<file path="config.mk">
export PLATFORM = sky130hd
export DESIGN_NAME = fpga_row_cfg_loader
export DESIGN_NICKNAME = d
export VERILOG_FILES = /design/src/rtl/fpga_row_cfg_loader.sv
export SDC_FILE = /design/constraint.sdc
export NUM_CORES = 2
export LEC_CHECK = 0
export ABC_AREA = 1
export CORE_ASPECT_RATIO = 1.1
export CORE_MARGIN = 5
export CORE_UTILIZATION = 50
export CTS_CLUSTER_SIZE = 28
export DETAILED_ROUTE_END_ITERATION = 6
export PLACE_DENSITY = 0.85
export SLEW_MARGIN = 20
export SYNTH_ARGS = -nofsm -noshare
export SYNTH_HDL_FRONTEND = slang
export SYNTH_SLANG_ARGS = --single-unit
</file>
<file path="constraint.sdc">
create_clock -name clk -period 4.95 [get_ports clk]
set_input_delay 0.99 -clock clk [delete_from_list [all_inputs] [get_ports clk]]
set_output_delay 0.99 -clock clk [all_outputs]
set_load 0.05 [all_outputs]
</file>
<file path="src/rtl/fpga_row_cfg_loader.sv">
// ---------------------------------------------------------------------------
// fpga_row_cfg_loader
//
// Purpose: byte-serial configuration loader for one FPGA row. Bytes arrive
// over a valid/ready handshake and are assembled LSB-first in a shadow
// register. When the last byte is in, the whole configuration is committed to
// the row's three configuration buses on a single edge. The row therefore
// never sees a half-loaded configuration, and it keeps running on the old
// configuration while a reload is in progress.
//
// Optional feature, selected by the macro FPGA_CFG_CRC_EN:
//   defined   - one CRC-8 trailer byte follows the data bytes. The CRC uses
//               poly 0x07, init 0x00, MSB-first, with no reflection and no
//               final XOR. A mismatch rejects the load.
//   undefined - there is no CRC logic and cfg_error is tied to 0.
//
// Ports:
//   clk        in   1         clock, rising edge
//   rst        in   1         synchronous active-high reset
//   start      in   1         begins a load; sampled only in IDLE
//   din        in   8         bitstream byte
//   din_valid  in   1         din holds a byte
//   din_ready  out  1         loader accepts a byte this cycle
//   busy       out  1         state is not IDLE
//   cfg_done   out  1         last load committed (level)
//   cfg_error  out  1         last load rejected by CRC (level)
//   brbselect  out  BRB_BITS  active routing-block configuration
//   bsbselect  out  BSB_BITS  active switch-block configuration
//   lbselect   out  LB_BITS   active logic-block configuration
// ---------------------------------------------------------------------------
module fpga_row_cfg_loader #(
  parameter int wire_width = 3,
  parameter int fpga_width = 5
) (
  input  logic                                                    clk,
  input  logic                                                    rst,
  input  logic                                                    start,
  input  logic [7:0]                                              din,
  input  logic                                                    din_valid,
  output logic                                                    din_ready,
  output logic                                                    busy,
  output logic                                                    cfg_done,
  output logic                                                    cfg_error,
  output logic [fpga_width*wire_width*12-1:0]                     brbselect,
  output logic [(fpga_width-1)*wire_width*wire_width*12-1:0]      bsbselect,
  output logic [(fpga_width-1)*5-1:0]                             lbselect
);

  localparam int BRB_BITS = fpga_width * wire_width * 12;
  localparam int BSB_BITS = (fpga_width - 1) * wire_width * wire_width * 12;
  localparam int LB_BITS  = (fpga_width - 1) * 5;
  localparam int CFG_BITS = BRB_BITS + BSB_BITS + LB_BITS;
  localparam int NBYTES   = (CFG_BITS + 7) / 8;
  localparam int CW       = $clog2(NBYTES + 1);

`ifdef FPGA_CFG_CRC_EN
  typedef enum logic [1:0] {IDLE, LOAD, CHECK, COMMIT} state_t;
`else
  typedef enum logic [1:0] {IDLE, LOAD, COMMIT} state_t;
`endif

  state_t                state_reg, state_next;
  logic [CW-1:0]         cnt_reg, cnt_next;
  logic                  done_reg, done_next;
  logic                  byte_we;
  logic                  commit;
  logic [CFG_BITS-1:0]   shadow_reg, shadow_next;
  logic [BRB_BITS-1:0]   brb_reg;
  logic [BSB_BITS-1:0]   bsb_reg;
  logic [LB_BITS-1:0]    lb_reg;

`ifdef FPGA_CFG_CRC_EN
  logic [7:0]            crc_reg, crc_next;
  logic                  error_reg, error_next;

  // Folds one byte into the CRC. The CRC is shifted MSB-first with poly x^8+x^2+x+1.
  function automatic logic [7:0] crc8_update(input logic [7:0] crc, input logic [7:0] b);
    logic [7:0] c;
    c = crc ^ b;
    for (int i = 0; i < 8; i++) begin
      c = c[7] ? ((c << 1) ^ 8'h07) : (c << 1);
    end
    return c;
  endfunction
`endif

  // Next-state and control logic.
  always_comb begin
    state_next = state_reg;
    cnt_next   = cnt_reg;
    done_next  = done_reg;
    byte_we    = 1'b0;
    commit     = 1'b0;
`ifdef FPGA_CFG_CRC_EN
    crc_next   = crc_reg;
    error_next = error_reg;
`endif
    case (state_reg)
      IDLE: begin
        if (start) begin
          cnt_next   = '0;
          done_next  = 1'b0;
`ifdef FPGA_CFG_CRC_EN
          crc_next   = 8'h00;
          error_next = 1'b0;
`endif
          state_next = LOAD;
        end
      end
      LOAD: begin
        // din_ready is always high here, so a valid byte is always accepted.
        if (din_valid) begin
          byte_we  = 1'b1;
          cnt_next = cnt_reg + 1'b1;
`ifdef FPGA_CFG_CRC_EN
          crc_next = crc8_update(crc_reg, din);
`endif
          if (cnt_reg == CW'(NBYTES - 1)) begin
`ifdef FPGA_CFG_CRC_EN
            state_next = CHECK;
`else
            state_next = COMMIT;
`endif
          end
        end
      end
`ifdef FPGA_CFG_CRC_EN
      CHECK: begin
        if (din_valid) begin
          if (din == crc_reg) begin
            state_next = COMMIT;
          end else begin
            error_next = 1'b1;
            state_next = IDLE;
          end
        end
      end
`endif
      COMMIT: begin
        commit     = 1'b1;
        done_next  = 1'b1;
        state_next = IDLE;
      end
      default: state_next = IDLE;
    endcase
  end

  // Shadow byte lanes. A lane is written only while the counter selects it.
  // Bits of the last byte that lie beyond CFG_BITS have no lane and are dropped.
  for (genvar gi = 0; gi < NBYTES; gi++) begin : g_lane
    localparam int LO = gi * 8;
    localparam int HI = (LO + 7 < CFG_BITS) ? LO + 7 : CFG_BITS - 1;
    assign shadow_next[HI:LO] = (byte_we && cnt_reg == CW'(gi)) ? din[HI-LO:0]
                                                                : shadow_reg[HI:LO];
  end

  // The shadow register does not need reset. It is never visible until a
  // complete load has overwritten every lane.
  always_ff @(posedge clk) begin
    shadow_reg <= shadow_next;
  end

  always_ff @(posedge clk) begin
    if (rst) begin
      state_reg <= IDLE;
      cnt_reg   <= '0;
      done_reg  <= 1'b0;
      brb_reg   <= '0;
      bsb_reg   <= '0;
      lb_reg    <= '0;
`ifdef FPGA_CFG_CRC_EN
      crc_reg   <= 8'h00;
      error_reg <= 1'b0;
`endif
    end else begin
      state_reg <= state_next;
      cnt_reg   <= cnt_next;
      done_reg  <= done_next;
`ifdef FPGA_CFG_CRC_EN
      crc_reg   <= crc_next;
      error_reg <= error_next;
`endif
      if (commit) begin
        brb_reg <= shadow_reg[BRB_BITS-1:0];
        bsb_reg <= shadow_reg[BRB_BITS +: BSB_BITS];
        lb_reg  <= shadow_reg[CFG_BITS-1 -: LB_BITS];
      end
    end
  end

  // These outputs decode registered state only, so no input reaches an output combinationally.
`ifdef FPGA_CFG_CRC_EN
  assign din_ready = (state_reg == LOAD) || (state_reg == CHECK);
  assign cfg_error = error_reg;
`else
  assign din_ready = (state_reg == LOAD);
  assign cfg_error = 1'b0;
`endif
  assign busy      = (state_reg != IDLE);
  assign cfg_done  = done_reg;
  assign brbselect = brb_reg;
  assign bsbselect = bsb_reg;
  assign lbselect  = lb_reg;

endmodule

</file>
==> flow_metrics.tcl <==
set metrics [dict create \
    drc 0 \
    initial_utilization_pct 50.5 \
    worstMarginPinSlew_ps 1370 \
    design.die.area_um2 88900 \
    largest_reg_flops 632 \
    synth.most_common_cell "nor2_1" \
    fin_cells 5313 \
    synthCells 3564 \
    drt_iter0_drc 3447 \
    dp.cells 5093 \
    maxCapViolations 0 \
    internal-power_mw 16.0 \
    synth_common_cells "nor2_1, dfxtp_1, o21ai_0" \
    maxSlewViolCount 0 \
    numCtsBuffers 115 \
    fin_tns_setup_ps 0 \
    ff2ff_setup_slack_ps 2010 \
    wl_per_cell_um 22.8 \
    synth_top_cell_area_share_pct 45.7 \
    p_comb_share_pct 1.3 \
    dpl.hpwl_um 72400 \
    die_w_um 285 \
    synth_area_um2 41500 \
    dieHeight_um 312 \
    seqPwrFrac_pct 55.2 \
    crit_fanout 3 \
    antenna_left 0 \
    hold_buffers 0 \
    fmax_mhz 320 \
    clock_path_buffers 3 \
    synth_seq_cells 1274 \
    cts_resized 0 \
    p_leak_nw 19.7 \
    gp_congestion 0.816 \
    path_class "flip-flop to output pin" \
    gr-total-overflow 0 \
    syn2layout_area_growth_pct 26.2 \
    p_sw_share_pct 20.1 \
    nets 4162 \
    synth_nets 3580 \
    irDropWorstVdd_mv 0.379 \
    dr_total_vias 29200 \
    crit_arrival_ps 2140 \
    setup_viol 0 \
    worstSetupEndpointType "output pin" \
    cp-start-kind "flip-flop" \
    antenna_found_initial 3 \
    power_mw 20.1 \
    synth.area.top_cells "edfxtp_1, dfxtp_1, nor2_1" \
    synth_warnings 0 \
    grt_pass1_wl_um 179000 \
    fin_worst_skew_ps 31.2 \
    syn_area_per_cell_um2 11.7 \
    drive_gt1_share_pct 5.04 \
    hold_path.class "flip-flop to flip-flop" \
    postCtsSetupRepairBufs 0 \
    post-route-period-util_pct 63.2 \
    synth_edf_count 632 \
    synth_flop_cell "dfxtp_1" \
    relSlewSlack_pct 8.60 \
    dr.pass1.iters 6 \
    routed_wl_um 121000 \
    clock_sinks 1274 \
    synth.distinct_cells 23 \
    grt_max_degree 268 \
    drt-vias-per-instance 5.50 \
    ios 648 \
    min_period_ps 3130 \
    clkPwrFrac_pct 43.5 \
    fp-row-count 110 \
    switchingPower_mw 4.04 \
    clock_latency_ps 690 \
    async_flop_share_pct 0 \
    synth_top_area_cell "edfxtp_1" \
    cts_tree "yes" \
    clkTransAtPathRegs_ps 60 \
    grt_setup_unrepaired "no" \
    status "finished, final reports clean" \
    grt.total_usage_pct 26.2 \
    htreeDepth 3 \
    cts_root_buf "clkbuf_16" \
    port_buffers 646 \
    required_ps 3960 \
    synth_seq_area_share_pct 76.7 \
    hold_viol 0 \
    core_area_um2 82200 \
    grt_pass1_vias 29200 \
    powerDensity_nw_per_um2 383 \
]
-- area by class of cell --
| cell class | instances | area, um^2 |
|---|---|---|
| clock inverters | 44 | 397 |
| flip-flops and latches | 1274 | 31800 |
| fillers | 5736 | 29800 |
| multi-input cells | 2050 | 8580 |
| diodes | 2 | 5.00 |
| well taps | 1064 | 1330 |
| repair buffers | 682 | 6830 |
| clock buffers | 174 | 3340 |
| inverters | 23 | 101 |
-- cells in the final DEF, fill, tap and decap left out, drive strengths merged --
cell type      instances
ha                     4
buf                   44
nand4                  3
inv                   26
clkinvlp               1
o31ai                  1
clkinv                35
bufinv                 5
nand2                 30
clkdlybuf4s50        638
o21ai                634
nand3                 11
edfxtp               632
conb                   1
a21oi                  3
dfxtp                642
xor2                   2
diode                  2
a31oi                  1
nor2                1359
nor3                   1
clkbuf               174
-- layer usage --
layer / part of all wire [%] / GRT usage (%) / vias to the layer above / wire length, um
li1: - / - / 13100 / -
met1: 37 / 32.5 / 14100 / 44900
met2: 47 / 42.8 / 1662 / 57400
met3: 8.9 / 5.55 / 349 / 10800
met4: 6.6 / 15.3 / 0 / 7990
met5: 0 / 0 / - / 0
-- worst max-delay path, cell delays in order (launching register included) --
cell and delay [ps]:
dfxtp_1 310, inv_1 130, nand2_1 70, inv_1 70, clkdlybuf4s50_1 870
-- final timing paths --
check                             from  cells past startpoint                           to
max          state_reg[1]$_SDFFE_PP0P_                      4                    din_ready
min          shadow_reg[369]$_DFFE_PP_                      2  bsbselect[189]$_SDFFE_PP0P_
max reg2reg  state_reg[1]$_SDFFE_PP0P_                      6  bsbselect[190]$_SDFFE_PP0P_
min reg2reg  shadow_reg[369]$_DFFE_PP_                      2  bsbselect[189]$_SDFFE_PP0P_
-- power groups by stage --
stage | Combinational, mW | Clock (mW) | Sequential (mW)
finish | 0.265 | 8.73 | 11.1
CTS | 0.262 | 8.81 | 11.1
floorplan | 0.0818 | 0 | 11.3
global placement | 0.259 | 0 | 11.3
detailed placement | 0.261 | 0 | 11.3
global route | 0.275 | 9.29 | 11.1
-- per-stage QoR --
| stage | setup slack (ps) | hold slack, ps | instance area [um^2] | util [%] |
|---|---|---|---|---|
| after floorplan | 2650 | 447 | 41500 | - |
| after global placement | 1240 | 450 | 48700 | 59.2 |
| after detailed placement | 1190 | 455 | 48700 | 59.2 |
| after CTS | 1770 | 454 | 52400 | 63.8 |
| after global routing | 1730 | 475 | 52400 | 63.8 |
| final | 1820 | 458 | 52400 | 63.8 |
-- kinds of logic after synthesis --
group / synth area share, %
xor+xnor: 0.0422
flops: 76.7
compound gates: 7.71
other cells: 0.00903
buf+inv: 2.69
fa+ha+maj: 0.121
simple gates: 12.8
Note: power is estimated with default switching activity, not from simulation.
